<file path="src/rtl/dm_pkg.sv">
// Shared definitions for the data-memory access arbiter:
// access size codes, FSM state type and grant ids.
package dm_pkg;

  localparam logic [1:0] SZ_B = 2'd0;
  localparam logic [1:0] SZ_H = 2'd1;
  localparam logic [1:0] SZ_W = 2'd2;

  typedef enum logic [2:0] {
    S_IDLE,
    S_RD,
    S_RDW,
    S_WR,
    S_ERR
  } state_t;

  localparam logic GNT_CPU = 1'b0;
  localparam logic GNT_DBG = 1'b1;

  // Alignment / size legality of a request.
  function automatic logic bad_shape(
    input logic [1:0] size,
    input logic [1:0] lo
  );
    return (size == 2'd3) ||
           (size == SZ_H && lo[0]) ||
           (size == SZ_W && lo != 2'b00);
  endfunction

endpackage

</file>
<file path="src/rtl/dm_lane_unit.sv">
// Little-endian lane logic: load extract/extend and store merge.
// Ports: rword/lo/size/sext -> ldata; rword/nword/lo/size -> mword.
import dm_pkg::*;

module dm_lane_unit (
  input  logic [31:0] rword,
  input  logic [31:0] nword,
  input  logic [1:0]  lo,
  input  logic [1:0]  size,
  input  logic        sext,
  output logic [31:0] ldata,
  output logic [31:0] mword
);

  logic [7:0]  b;
  logic [15:0] h;

  always_comb begin
    b = 8'h00;
    unique case (lo)
      2'd0: b = rword[7:0];
      2'd1: b = rword[15:8];
      2'd2: b = rword[23:16];
      2'd3: b = rword[31:24];
    endcase
    h = lo[1] ? rword[31:16] : rword[15:0];
  end

  always_comb begin
    ldata = rword;
    unique case (1'b1)
      (size == SZ_B): ldata = {{24{sext & b[7]}}, b};
      (size == SZ_H): ldata = {{16{sext & h[15]}}, h};
      default:        ldata = rword;
    endcase
  end

  always_comb begin
    mword = rword;
    unique case (1'b1)
      (size == SZ_B): begin
        unique case (lo)
          2'd0: mword[7:0]   = nword[7:0];
          2'd1: mword[15:8]  = nword[7:0];
          2'd2: mword[23:16] = nword[7:0];
          2'd3: mword[31:24] = nword[7:0];
        endcase
      end
      (size == SZ_H): begin
        if (lo[1])
          mword[31:16] = nword[15:0];
        else
          mword[15:0] = nword[15:0];
      end
      default: mword = nword;
    endcase
  end

endmodule

</file>
<file path="src/rtl/dm_access_arbiter.sv">
// Round-robin cpu/dbg arbiter onto a word RAM with sub-word RMW.
// Ports: cpu_*/dbg_* request/ack sides, ram_* RAM side, busy.
import dm_pkg::*;

module dm_access_arbiter #(
  parameter logic [31:0] DATA_BASE = 32'h0000_0000,
  parameter int          RAM_AW    = 10
) (
  input  logic              clk,
  input  logic              rst,
  input  logic              cpu_req,
  input  logic              cpu_we,
  input  logic [1:0]        cpu_size,
  input  logic              cpu_sext,
  input  logic [31:0]       cpu_addr,
  input  logic [31:0]       cpu_wdata,
  output logic              cpu_ack,
  output logic              cpu_err,
  output logic [31:0]       cpu_rdata,
  input  logic              dbg_req,
  input  logic              dbg_we,
  input  logic [1:0]        dbg_size,
  input  logic              dbg_sext,
  input  logic [31:0]       dbg_addr,
  input  logic [31:0]       dbg_wdata,
  output logic              dbg_ack,
  output logic              dbg_err,
  output logic [31:0]       dbg_rdata,
  output logic              ram_en,
  output logic              ram_we,
  output logic [RAM_AW-1:0] ram_addr,
  output logic [31:0]       ram_wdata,
  input  logic [31:0]       ram_rdata,
  output logic              busy
);

  state_t            st;
  logic              gid;
  logic              last;
  logic              we_q;
  logic              sext_q;
  logic [1:0]        size_q;
  logic [1:0]        lo_q;
  logic [RAM_AW-1:0] idx_q;
  logic [31:0]       wbuf;

  logic              pick;
  logic              s_we;
  logic              s_sext;
  logic [1:0]        s_size;
  logic [31:0]       s_addr;
  logic [31:0]       s_wdata;
  logic [29:0]       off_w;
  logic              bad;
  logic [31:0]       ldata;
  logic [31:0]       mword;
  logic              done;
  logic              ld_done;

  // On a tie the port not granted last wins.
  assign pick = (cpu_req && dbg_req) ? ~last : ~cpu_req;

  always_comb begin
    if (pick == GNT_DBG) begin
      s_we    = dbg_we;
      s_size  = dbg_size;
      s_sext  = dbg_sext;
      s_addr  = dbg_addr;
      s_wdata = dbg_wdata;
    end else begin
      s_we    = cpu_we;
      s_size  = cpu_size;
      s_sext  = cpu_sext;
      s_addr  = cpu_addr;
      s_wdata = cpu_wdata;
    end
  end

  // Word offset; any bit above RAM_AW means out of range.
  assign off_w = s_addr[31:2] - DATA_BASE[31:2];
  assign bad   = bad_shape(s_size, s_addr[1:0]) ||
                 (|off_w[29:RAM_AW]);

  dm_lane_unit u_lane (
    .rword (ram_rdata),
    .nword (wbuf),
    .lo    (lo_q),
    .size  (size_q),
    .sext  (sext_q),
    .ldata (ldata),
    .mword (mword)
  );

  always_ff @(posedge clk or negedge rst) begin
    if (!rst) begin
      st     <= S_IDLE;
      gid    <= GNT_CPU;
      last   <= GNT_DBG;
      we_q   <= 1'b0;
      sext_q <= 1'b0;
      size_q <= SZ_W;
      lo_q   <= 2'b00;
      idx_q  <= '0;
      wbuf   <= 32'h0;
    end else begin
      unique case (st)
        S_IDLE: begin
          if (cpu_req || dbg_req) begin
            gid    <= pick;
            last   <= pick;
            we_q   <= s_we;
            sext_q <= s_sext;
            size_q <= s_size;
            lo_q   <= s_addr[1:0];
            idx_q  <= off_w[RAM_AW-1:0];
            wbuf   <= s_wdata;
            if (bad)
              st <= S_ERR;
            else if (s_we && s_size == SZ_W)
              st <= S_WR;
            else
              st <= S_RD;
          end
        end
        S_RD: st <= S_RDW;
        S_RDW: begin
          if (we_q) begin
            wbuf <= mword;
            st   <= S_WR;
          end else begin
            st <= S_IDLE;
          end
        end
        S_WR:    st <= S_IDLE;
        S_ERR:   st <= S_IDLE;
        default: st <= S_IDLE;
      endcase
    end
  end

  // RAM strobes decode from state so reset kills a pending write.
  assign ram_en    = (st == S_RD) || (st == S_WR);
  assign ram_we    = (st == S_WR);
  assign ram_addr  = idx_q;
  assign ram_wdata = wbuf;
  assign busy      = (st != S_IDLE);

  assign ld_done = (st == S_RDW) && !we_q;
  assign done    = (st == S_WR) || (st == S_ERR) || ld_done;

  assign cpu_ack   = done && (gid == GNT_CPU);
  assign dbg_ack   = done && (gid == GNT_DBG);
  assign cpu_err   = cpu_ack && (st == S_ERR);
  assign dbg_err   = dbg_ack && (st == S_ERR);
  assign cpu_rdata = (ld_done && gid == GNT_CPU) ? ldata : 32'h0;
  assign dbg_rdata = (ld_done && gid == GNT_DBG) ? ldata : 32'h0;

endmodule

</file>
<file path="config.mk">
export PLATFORM = sky130hd
export DESIGN_NAME = dm_access_arbiter
export DESIGN_NICKNAME = d
export VERILOG_FILES = /design/src/rtl/dm_pkg.sv /design/src/rtl/dm_lane_unit.sv /design/src/rtl/dm_access_arbiter.sv
export SDC_FILE = /design/constraint.sdc
export NUM_CORES = 1
export LEC_CHECK = 0
export CAP_MARGIN = 20
export CORE_UTILIZATION = 30
export DETAILED_ROUTE_END_ITERATION = 10
export PLACE_DENSITY_LB_ADDON = 0.05
export RECOVER_POWER = 25
export SKIP_LAST_GASP = 1
export SYNTH_ARGS = -nofsm -noshare
export SYNTH_HDL_FRONTEND = slang
export SYNTH_HIERARCHICAL = 1
export SYNTH_SLANG_ARGS = --single-unit
</file>
<file path="constraint.sdc">
create_clock -name clk -period 2 [get_ports clk]
set_input_delay 0.3 -clock clk [delete_from_list [all_inputs] [get_ports clk]]
set_output_delay 0.3 -clock clk [all_outputs]
set_load 0.01 [all_outputs]
</file>
======== Word-level counts from Yosys, hierarchy flattened ========
Index checks and enable logic that the tools add are counted.
storage, ports and cells
  output and inout bits ................... 113
  bits of input ports ..................... 172
  register bits after elaboration ......... 53
cells by class
  equal/unequal tests ..................... 16
  mux-type cells .......................... 26
  bitwise logic cells ..................... 5
  reductions and logical operators ........ 30
operator list
  cell                  count
  $mux W32              6
  $pmux W32 S2          3
  $mux W16              3
  $mux W8               4
  $pmux W8 S4           1
  $reduce_or A20 Y1     1
  $logic_and A1 B1 Y1   11
  $pmux W3 S3           1
  $eq A2 B2 Y1 const B  4
  $logic_or A1 B1 Y1    7
  $eq A2 B1 Y1 const B  3
  $eq A3 B2 Y1 const B  2
  $mux W2               3
  $mux W3               2
  $ne A3 B3 Y1 const B  2
  $reduce_and A6 Y1     1
  $reduce_and A5 Y1     1
  $logic_not A2 Y1      2
  $ne A2 B2 Y1 const B  2
  $reduce_and A4 Y1     1
  $reduce_bool A2 Y1    2
  $eq A3 B1 Y1 const B  1
  $eq A3 B3 Y1 const B  1
  $logic_not A3 Y1      1
  7 further kinds       12

======== Depth between registers and ports, before layout ========
Gate-level depths: netlist of run 1.
  depth in word-level cells ............... 11
  gate-level depth with buffers ........... 9

======== Modules after synthesis ========
The synthesis of run 1 kept the hierarchy.
modules (own cells, without submodules)
  module             cells each  area each (um2)  instances
  dm_access_arbiter  431         3453.3           1
  dm_lane_unit       224         1617.8           1

======== Worst setup path before layout of run 1 ========
OpenSTA, ideal clock, no wires.
  path kind ............................... register to output
  start point ............................. register size_q[1]
  end point ............................... output port cpu_rdata[27]
  data arrival time ....................... 1.650 ns
  required time ........................... 1.700 ns
  path slack .............................. 0.050 ns
  cell stages (with the launch flop) ...... 8
  cell sequence ........................... dfstp_2 -> buf_2 -> clkbuf_1 -> nor2_1 -> nand4_1 -> buf_2 -> nand3_1 -> and2_1
on the way
  word-level cells in the longest chain between the ends .. 3
  elaborated cells between the ends (all ways) .. 4
ends and longest elaborated chain
  what                                              line                                    text
  from (decl)                                       dm_access_arbiter.sv:42                 logic [1:0] size_q;
  from (signal assigned)                            dm_access_arbiter.sv:113                size_q <= s_size;
  $eq A2 B1 Y1 or $logic_not A2 Y1 (tied branches)  dm_lane_unit.sv:33, dm_lane_unit.sv:32
  $pmux W32 S2 (*)                                  dm_lane_unit.sv:31                      unique case (1'b1)
  via ldata[27]                                     dm_access_arbiter.sv:55                 logic [31:0] ldata;
  $mux W32 (*)                                      dm_access_arbiter.sv:155                assign cpu_rdata = (ld_done && gid == GNT_CPU) ? ldata : 32'h0;
  to (decl)                                         dm_access_arbiter.sv:19                 output logic [31:0] cpu_rdata,
The timed path passes the listed nets; every way through them passes the cells marked *.

======== Worst setup path in the final report of run 1 ========
  start point ............................. register lo_q[1]
  end point ............................... output port cpu_rdata[11]
on the way
  word-level cells in the longest chain between the ends .. 5
  elaborated cells between the ends (all ways) .. 9
ends and longest elaborated chain
  what                                  line                      text
  from (decl)                           dm_access_arbiter.sv:43   logic [1:0] lo_q;
  from (signal assigned)                dm_access_arbiter.sv:114  lo_q <= s_addr[1:0];
  $eq A2 B2 Y1 (tied with other cells)  dm_lane_unit.sv:20        unique case (lo)
  $pmux W8 S4                           dm_lane_unit.sv:20
  $and A1 B1 Y1                         dm_lane_unit.sv:32        (size == SZ_B): ldata = {{24{sext & b[7]}}, b};
  $pmux W32 S2 (*)                      dm_lane_unit.sv:31
  via ldata[11]                         dm_access_arbiter.sv:55
  $mux W32 (*)                          dm_access_arbiter.sv:155
Marked as above.

==> summary.md, run 1 <==
Of all nets on the critical path, the largest fanout is 5. The worst setup path is of the flop to output pin kind. The worst setup path is captured at an output pin.

The logs give 65 for the pin count of the biggest net entering global routing and 2 for the H-tree depth. The repair_antennas step left the layout with diodes totalling 0. The count of final hold-check violations is 0, and the remaining antenna violation count after routing is 0. Derived from the worst setup path, the maximum achievable clock frequency is 0.419 GHz. After synthesis, the share of flip-flops with an asynchronous set or reset is 100%.

The logs give 36.1% for the max-slew headroom at the worst pin and 30.7% for the starting density of the core. The combined global-route utilization of all metal layers was 26.9%. Cells fill 59.5% of the core in the end. The cell accounting for the most synthesized area was dfrtp_1. Number of cells produced by synthesis: 655. The commonest cells after synthesis are 126 x nand2_1, 72 x and2_1, 59 x nor2_1, 51 x dfrtp_1, 43 x mux2i_1. The run gives 47 as the number of core rows. For the pin with the worst max-slew slack, the measured transition is 0.958 ns.

The run gives 0 as the final count of pins violating max slew. After global routing the overflow that remains totals 0. The critical path goes through buf_6 -> mux4_2 -> and3_4 -> a221o_1 -> and2_1 -> buf_2. The tools report the setup slack after placement as -0.706 ns.

Internal power comes to 3900 uW. By area the synthesized netlist is led by dfrtp_1 25%, nand2_1 9.3%, and2_1 8.9%, mux2i_1 8.5%, a311oi_1 5.5%. TritonCTS built the clock tree. The run gives 285 as the boundary pin count. The critical path data required time was 1.70 ns. The clock slew seen by the registers of the worst setup and hold paths works out to 0.07 ns. Post-detailed-routing wire length: 23900 um. The minimum period implied by the final worst setup slack is 2.39 ns. In this run the vertical extent of the chip is 132 um. The run gives 14.5% as the clock share of power. In the final routed layout, each cell accounts on average for 18.9 um. Power per cell area: 639 nW/um^2.

Combinational logic is responsible for 60.4% of the overall power. The width of the die works out to 132 um. For the number of max-cap violations, the log shows 0. In this run the standard cell core region covers 16500 sq um. Setup repair after global routing could not meet its margin everywhere. STA classifies the critical path startpoint as a flop. The final worst-path setup slack is -0.388 ns.

For this run, design rule violations remaining after detail routing come to 0. Counting every net in the synthesized netlist gives 827. Fraction of post-synthesis cell area in the top cell type by area: 25.2%.

The detail-routed via count per cell is 5.18, and the average footprint of a synthesized cell is 7.74 sq um. After synthesis the netlist holds a flip-flop and latch count of 53. The die covers 17400 sq um. For this run, the register share of the synthesized area comes to 26.2%. The port buffer count was 284. The run gives 18100 um as the post-detailed-placement half-perimeter wirelength. The final-layout worst hold slack is 0.391 ns. The area growth from synthesis to layout is 93.8%.

Registers are responsible for 25.0% of the overall power. Highest-delay cell along the critical path: mux4_2. The logs give 0 for the number of antenna violations at the first check in global routing and 0.886 for the routability congestion estimate. During synthesis, Yosys emitted a total of 6 warnings. The maximum root-to-sink buffer count is 2.

The cell family contributing the most delay on the critical path is multiplexers. Via count: 6552. The run finished, with violations left. Counting flops with a built-in enable in the synthesized netlist gives 0.

Number of DRC violations after detailed-routing iteration 0: 388. The tree is rooted in a clkbuf_16. The most used flip-flop cell after synthesis is dfrtp_1.

Across the VDD grid, the largest voltage drop is 0.000464 V. The clock arrives with 0.00855 ns of skew. The fraction of layout cells with a size suffix above 1 is 31.9%. The min-delay analysis places its worst path in the category primary input to asynchronous set/reset pin.

The delay of the slowest critical-path stage is 0.52 ns, and the clock sink count is 53. The first global-routing pass estimated 36900 um of wire. The cell area that synthesis handed to floorplanning was 5070 sq um. Setup violations remaining at the end of the flow were counted as 71.

The most repeated cell in the gate-level netlist after synthesis is nand2_1. For this run, the detailed router's first-pass iteration total came to 6. Clock tree synthesis inserted a total of 5 buffers. Net switching component of the power: 2380 uW. The final reports fail on setup timing. Power comes to 6280 uW. The logs give 2.09 ns for the critical path arrival and 6511 for the number of global-route vias before repair. The number of unique standard cell types used by synthesis was 53.

The final layout contains 1216 nets. The part of the cycle the worst path needs was 119%; the net switching share of the total power was 37.9%. The combined buffer and inverter count along the critical path was 2.

The cell leakage power is 0.00469 uW, and the insertion delay to the later sink of the worst-skew pair is 0.31 ns.
flip-flops by register name, summed over array words and instances (netlist names):
register / cells
sext_q: 1
size_q: 2
st: 3
we_q: 1
lo_q: 2
gid: 1
last: 1
ram_wdata: 32
ram_addr: 10
path summary, 6_finish.rpt:
check	slack [ns]	endpoint	start	depth (start not counted)
setup / recovery	-0.39	cpu_rdata[11]	lo_q[1]	6
hold / removal	0.39	gid	rst	2
setup reg to reg	-0.03	ram_wdata[13]	size_q[0]	10
hold reg to reg	0.51	ram_wdata[29]	ram_wdata[29]	1
max in group asynchronous	0.37	size_q[0]	rst	3
min in group clk	0.51	ram_wdata[29]	ram_wdata[29]	1
through the flow:
stage / std cells / instance area, sq um / setup TNS, ns
floorplan: 655 / 5070 / 0
global placement: 1208 / 8860 / -36.20
detailed placement: 1208 / 8860 / -36.32
CTS: 1254 / 9530 / -20.84
global route: 1265 / 9830 / -25.70
finish: 1265 / 9830 / -20.03
power by group through the flow:
stage	Combinational [uW]	Sequential, uW	Clock (uW)
2_1_floorplan	1450	1570	0
3_3_place_gp	3050	1590	0
3_5_place_dp	3080	1600	0
4_1_cts	3600	1570	943
5_1_grt	4040	1600	979
6_report	3800	1570	911
what timing repair did:
item,CTS,global route
pin swaps,56,47
gates cloned,3,1
endpoints found under the hold margin,5,0
resized for setup,352,77
setup buffers,36,14
hold buffers,1,0
endpoints found under the setup margin,89,100
layout by cell type, fill, tap and decap left out, types with 33 or more instances in the layout:
| cell type | instances |
|---|---|
| dfrtp_1 | 50 |
| mux2i_1 | 41 |
| nand2_1 | 125 |
| nor2_1 | 50 |
| buf_6 | 40 |
| and2_1 | 52 |
| buf_4 | 103 |
| buf_2 | 46 |
| clkdlybuf4s50_1 | 213 |
| a21o_1 | 33 |
cells by family (layout without fill, tap and decap cells):
logic type             after synthesis  in the layout  synth area share, %
and+or+nand+nor                    331            331                 31.9
muxes                               55             55                 11.4
buffers and inverters               61            451                 6.12
DFF                                 53             53                 26.2
AOI/OAI and AO/OA                  155            155                 24.4
worst register-to-register path, delay by kind of cell (launching register included):
kind | cells | cell delay [ns]
DFF | 1 | 0.45
AOI/OAI and AO/OA | 4 | 0.70
and+or+nand+nor | 2 | 0.29
buffers and inverters | 4 | 0.54
layout make-up:
type | instances | area (sq um)
flip-flops and latches | 53 | 1330
inverters | 4 | 15.0
repair buffers | 439 | 4140
multi-input cells | 541 | 3920
clock inverters | 3 | 25.0
fillers | 1490 | 6700
clock buffers | 5 | 125
well taps | 220 | 275
metal layers:
metal / share of wire (%) / up-vias / global-route usage, %
met5: 0 / - / 0
met2: 46 / 246 / 44.1
li1: - / 3165 / -
met4: 1.4 / 0 / 5.62
met3: 5.3 / 22 / 3.65
met1: 47 / 3119 / 37.5
Note: power is estimated with default switching activity, not from simulation.
==> run 2: changes to the inputs <==
--- a/config.mk
+++ b/config.mk
@@ -6,8 +6,10 @@
 export NUM_CORES = 1
 export LEC_CHECK = 0
 export CAP_MARGIN = 20
+export CORE_MARGIN = 2
 export CORE_UTILIZATION = 30
 export DETAILED_ROUTE_END_ITERATION = 10
+export GPL_TIMING_DRIVEN = 0
 export PLACE_DENSITY_LB_ADDON = 0.05
 export RECOVER_POWER = 25
 export SKIP_LAST_GASP = 1
==> run 2 against run 1 <==
  * The flow still finishes with violations (setup timing)
  * Global-route usage is 1.3 points higher
  * Critical path depth unchanged
  * Hold slack gained 0.13 ns
  * Maximum frequency decreased by 2.3%
  * Die area increased by 3.1%
  * Final area grew 1.2%
  * Sequential power up 3%
  * Via count grew 4.2%
==> summary.md, run 2 (same netlist as run 1, synthesis figures left out) <==
The flow ran to the end, but the final reports show violations. The final reports fail on setup timing. Based on the critical path, the design can be clocked at up to 0.409 GHz. The register with the most flip-flops in the layout has 32 of them. The kind of critical path was flop to output pin. TritonCTS built the clock tree. For this run, design rule violations remaining after detail routing come to 0. In the final layout, the multi-input gates occupy 4160 sq um. The delay of the slowest critical-path stage was 0.51 ns. The highest-delay cell along the critical path is mux4_2.

STA puts the critical path data required time at 1.70 ns. For the clock sink count, the log shows 53. The height of the chip is 134 um.

After global routing, the most crowded layer is met2. Cell internal power was estimated by the tool at 4090 uW. In the layout the commonest cells are 208 x clkdlybuf4s50_1, 124 x nand2_1, 56 x buf_6.

Once the floorplan was initialized, standard cells occupied 30.7% of the core. Setup violations remaining at the end of the flow were counted as 79. The met1 track utilization from global routing was 36.9%; the boundary pin count was 285.

The die area is 18000 sq um, and the detail-routed via count per cell is 5.47. The number of antenna diodes in the final layout is 0. Walking the worst path, the cells encountered are buf_6 -> mux4_2 -> and3_4 -> a221o_1 -> and2_1 -> buf_2. The minimum period implied by the final worst setup slack was 2.45 ns; the wire length per cell was 22.1 um. Of the total power, the share spent switching nets is 38.9%. The run gives -0.445 ns as the final worst-path setup slack.

The library cell used most frequently in the layout, excluding fill and tap cells, is clkdlybuf4s50_1. The core area came out at 16500 sq um. The worst hold path belongs to the class flop to flop.

In this run, the number of DRC markers left after iteration 0 of detailed routing was 404. Detailed routing inserted a total of 6826 vias. VDD sags by at most 0.000378 V. STA classifies the critical path endpoint as an output pin. Number of global-route vias before repair: 6701.

Global routing used 5.40% of the available met3 tracks. The tools report the count of final hold-check violations as 0. Prior to clock tree synthesis, the placed netlist has a worst setup slack of -0.968 ns.

The run gives 2 as the maximum root-to-sink buffer count. Power spread over the standard cell area amounts to 672 nW/um^2. Of the total power, combinational logic draws 60.4%. Measured on the finished design, the core utilization comes to 60.2%. In the final design database the tool counted 1200 nets. For the number of buffers created by CTS, the log shows 5.

Data on the critical path arrives at its endpoint at 2.15 ns. The wire length of the first global-routing pass is 39100 um, and the clock share of power is 15.5%. Setup repair after global routing could not meet its margin everywhere. The power share of the sequential group was 24.1%; the total power draw was 6690 uW. The remaining antenna violation count after routing was 0. The worst setup path is launched from a flop. The run gives 0 as the final count of pins violating max slew.

Of the available clock period, the critical path in the final layout requires 122%. The tools report the post-detailed-placement half-perimeter wirelength as 20000 um. For the met2 capacity usage during global routing, the log shows 47.2%. For this run the aggregate overflow at the end of global routing stands at 0.

The worst pin sits at a relative slew slack of 30.6%. The port buffer count is 284, and the post-detailed-routing wire length is 27500 um. The clock slew seen by the registers of the worst setup and hold paths was 0.07 ns.

The cell chosen for the clock root was clkbuf_16. At the end of routability-driven placement, the weighted congestion stood at 0.912. Global routing used 28.2% of the available tracks.

Max-cap violations in this run came to 0. The number of optimization iterations in the first detailed-route pass was 5; the number of filler cells placed in the layout was 1473. Entering global routing, the biggest net connects 38 pins. The number of placed cells counting well taps was 1160. Of all nets on the critical path, the largest fanout is 6. The count of cells in the finished layout, fillers not included, comes to 1249. The tools report the number of antenna violations at the first check in global routing as 0. The later pin in the worst-skew pair is clocked with a latency of 0.31 ns. Summing all flip-flop and latch instances after layout gives 1340 sq um. The area growth from synthesis to layout is 96.2%. Row generation in the floorplan step produced 47 rows. Summed over all cells, the static leakage comes to 0.00463 uW.

The worst-margin pin slew is 1.04 ns, and the final-layout worst hold slack is 0.520 ns. The H-tree depth is 2. In the final layout, the share of cells above drive strength 1 is 34.5%.

The width of the die was 134 um. The logs give 0.0109 ns for the worst clock skew on the final layout and 2600 uW for the net switching component of the power.
run 2: cell types whose count changed in the layout (fill, tap and decap cells not counted), sizes merged, moves of 2 or more:
| cell | before | now |
|---|---|---|
| inv | 5 | 3 |
| clkdlybuf4s50 | 213 | 208 |
| dlymetal6s2s | 2 | 4 |
| buf | 210 | 171 |
| dlygate4sd2 | 3 | 5 |
| clkdlybuf4s15 | 3 | 1 |
| clkbuf | 12 | 38 |
run 2: metal layers:
metal,wire (um),vias to the layer above
li1,-,3142
met3,1960,60
met5,0,-
met1,11700,3271
met4,767,0
met2,13100,353
run 2: cell type report:
cell class | count | share of cell area (%)
multi-input combinational | 542 | 41.8
timing repair buffer | 370 | 35.3
sequential | 53 | 13.4
buffer | 52 | 4.88
tap | 220 | 2.77
clock buffer | 6 | 1.30
clock inverter | 2 | 0.352
inverter | 4 | 0.189
run 2: worst paths after layout:
check	startpoint	to	slack [ns]	cells after the start
worst max-delay path	lo_q[1]	dbg_rdata[15]	-0.45	6
worst min register to register	ram_wdata[31]	ram_wdata[31]	0.52	1
max in group asynchronous	rst	st[0]	0.06	3
min in group asynchronous	rst	ram_wdata[21]	0.69	2
worst max register to register	size_q[1]	ram_wdata[2]	-0.15	10
worst min-delay path	ram_wdata[31]	ram_wdata[31]	0.52	1
run 2: power groups by stage:
| stage | Combinational, uW | Clock (uW) | Sequential, uW |
|---|---|---|---|
| finish | 4040 | 1040 | 1610 |
| detailed placement | 2800 | 0 | 1580 |
| global route | 4240 | 1090 | 1640 |
| global placement | 2750 | 0 | 1580 |
| floorplan | 1450 | 0 | 1570 |
| CTS | 3440 | 1050 | 1590 |
run 2: what timing repair did:
action | in CTS | in global routing
buffers inserted | 44 | 40
resized for setup | 338 | 238
endpoints found under the setup margin | 109 | 119
gates cloned | 3 | 3
pin swaps | 46 | 67
hold buffers | 1 | 0
hold endpoints to repair | 16 | 0
run 2: metrics by stage:
| step | setup TNS (ns) | instance area [sq um] |
|---|---|---|
| 2_1_floorplan | 0 | 5070 |
| 3_3_place_gp | -131.88 | 8190 |
| 3_5_place_dp | -72.22 | 8200 |
| 4_1_cts | -21.78 | 9080 |
| 5_1_grt | -29.94 | 9950 |
| 6_report | -20.50 | 9950 |
run 2: worst max-delay path: cells and delay by family, from the launching register on:
kind / cells / cell delay, ns
buf+inv: 2 / 0.28
simple gates: 2 / 0.37
compound gates: 1 / 0.32
mux: 1 / 0.51
flops: 1 / 0.36
==> run 3: changes to the inputs <==
--- a/config.mk
+++ b/config.mk
@@ -10,6 +10,7 @@
 export CORE_UTILIZATION = 30
 export DETAILED_ROUTE_END_ITERATION = 10
 export GPL_TIMING_DRIVEN = 0
+export MAX_ROUTING_LAYER = met4
 export PLACE_DENSITY_LB_ADDON = 0.05
 export RECOVER_POWER = 25
 export SKIP_LAST_GASP = 1
==> run 3 against run 2 <==
  * Non-clock buffer count decreased by 14
  * Sequential share of layout area increased by 0.61 points
  * Hold slack got worse by 0.24 ns
  * Power decreased by 5.8%
  * Die area unchanged
  * Largest cell class unchanged
  * The flow still finishes with violations (setup timing)
  * Highest routed layer unchanged
  * Clock power decreased by 5%
  * Flip-flop and latch count unchanged
  * Register-to-register slack improved by 0.11 ns
==> summary.md, run 3 (same netlist as run 1, synthesis figures left out) <==
The run finished, with violations left. The checks that failed: setup timing. The number of global-route vias before repair was 6657; the boundary pin count was 285. The tools report the starting density of the core as 30.7%. Maximum root-to-sink buffer count: 2. The net count of the finished layout is 1186. The count of buffers added on input and output ports is 284. The logs give 0 for the final count of pins violating max slew and 20100 um for the post-detailed-placement half-perimeter wirelength. The core region is 16500 sq um. The number of max-cap violations is 0. The area growth from synthesis to layout came out at 87.4%. The critical path arrival is 2.18 ns.

The final worst-path setup slack is -0.479 ns. The tools report the wire length of the first global-routing pass as 38300 um. The design draws 6300 uW. In this run switching power makes up 39.5% of total power. Setup repair after global routing could not meet its margin everywhere. The tools report the number of antenna violations at the first check in global routing as 0.

Summed over all nets, the switching power comes to 2490 uW. The residual overflow from global routing is 0, and the height of the chip is 134 um. The later pin in the worst-skew pair is clocked with a latency of 0.32 ns.

The final setup violation count is 73. For this run, the top clock speed supported by timing is 0.403 GHz. The logs give -25.15 ns for the final total negative setup slack and 324 for the number of DRC violations after detailed-routing iteration 0.

The reg2reg setup slack was -0.04 ns. The cell family contributing the most delay on the critical path is simple AND/OR/NAND/NOR gates. Most common cell after layout, fill and taps aside: clkdlybuf4s50_1. Global routing consumed, over all layers together, 28.4% of the routing resources.

Type of element capturing the critical path: an output pin. The setup slack after placement is -1.01 ns, and the post-detailed-routing wire length is 26800 um. The tools report the H-tree depth as 2. The largest individual stage delay along the critical path comes from the cell dfrtp_2. The width of the die was 134 um. The logs give 0.912 for the routability congestion estimate and 0.00451 uW for the cell leakage power.

Walking the worst path, the cells encountered are nor2b_1 -> or2_2 -> buf_6 -> a211o_1 -> and2_1 -> dlygate4sd2_1. The detail-routed via count per cell was 5.44; the count of antenna diodes in the layout was 0. Counting I/O delays and the setup requirement, the final critical path takes 2.48 ns.

The post-route netlist has 30.2% of its cells at a drive strength greater than 1. Clock-pin slew was measured on the worst setup and hold paths at 0.08 ns. The number of core rows is 47. Together, buffers and inverters on the worst path number 2. Entering global routing, the biggest net connects 31 pins. The logs give 6.58% for the max-slew headroom at the worst pin and 0.000359 V for the peak ir drop on the vdd network. The via count came out at 6717.

In this run the worst hold path is classified as primary input to asynchronous set/reset pin. The first TritonRoute pass finished after 5 iterations. The logs give 0.00538 ns for the worst clock skew on the final layout and 53 for the clock sink count.

The tools report the cell chosen for the clock root as clkbuf_16. The wire length per cell was 21.7 um; the cell-internal power was 3810 uW. Hold is met by 0.284 ns. At the worst endpoint, the required time is 1.70 ns. The number of clock buffers added by TritonCTS is 5. For the pin with the worst max-slew slack, the measured transition is 1.40 ns. Dividing total power by cell area gives a power density of 663 nW/um^2. In this run, the combinational gates consume 58.8% of the power. TritonCTS built the clock tree.

Leaving out fill and tap cells, the most frequent cells in the layout are 209 x clkdlybuf4s50_1, 125 x nand2_1, 64 x and2_1. In this run, flip-flops and latches consume 25.6% of the power. Kind of critical path: flop to output pin.

The count of final hold-check violations is 0, and the post-route DRC violation count is 0. Once detail routing completed, the nets flagged for antenna violations numbered 0. The part of the cycle the worst path needs was 124%. For the die area, the log shows 18000 sq um. Per report_power, the clock group accounts for 15.6% of the total.

On the worst path, the slowest cell contributes a delay of 0.44 ns. Of all nets on the critical path, the largest fanout is 10. The register with the most flip-flops in the layout has 32 of them. STA classifies the critical path startpoint as a flop.
-- run 3: final timing paths --
kind	startpoint	to	depth (start not counted)
setup / recovery	size_q[0]	cpu_rdata[0]	6
hold / removal	rst	ram_wdata[22]	1
setup reg to reg	st[0]	ram_wdata[24]	9
hold reg to reg	ram_wdata[26]	ram_wdata[26]	1
max in group asynchronous	rst	we_q	2
min in group clk	ram_wdata[26]	ram_wdata[26]	1
-- run 3: final cells by class --
type                            count  area [sq um]
Clock inverter                      2          17.5
Inverter                            4          18.8
Tap cell                          220           275
Timing Repair Buffer              356          3280
Buffer                             52           454
Sequential cell                    53          1330
Fill cell                        1516          7020
Clock buffer                        6           139
Multi-Input combinational cell    542          3980
-- run 3: power by group through the flow --
stage,registers (uW),clock network [uW],logic [uW]
3_3_place_gp,1580,0,2760
3_5_place_dp,1590,0,2800
6_report,1610,985,3700
5_1_grt,1640,1040,3910
2_1_floorplan,1570,0,1450
4_1_cts,1590,1000,3170
-- run 3: layer usage --
layer  vias up  wire [um]  global-route usage, %
met4         0        590                   7.49
li1       3113          -                      -
met2       298      12900                   46.0
met1      3266      11500                   37.0
met3        40       1870                   4.61
met5         -          0                      -
-- run 3: timing repair --
item                       CTS  global route
cloned                       2             5
resized for setup          338           149
hold buffers                 0             0
pin swaps                   24            48
setup buffers               31            35
setup endpoints to repair  109           119
-- run 3: through the flow --
stage,instances,instance area [sq um],util (%)
after global placement,1159,8190,49.6
after CTS,1198,8790,53.2
after global routing,1235,9500,57.5
after floorplan,655,5070,-
after detailed placement,1160,8200,49.6
final,1235,9500,57.5
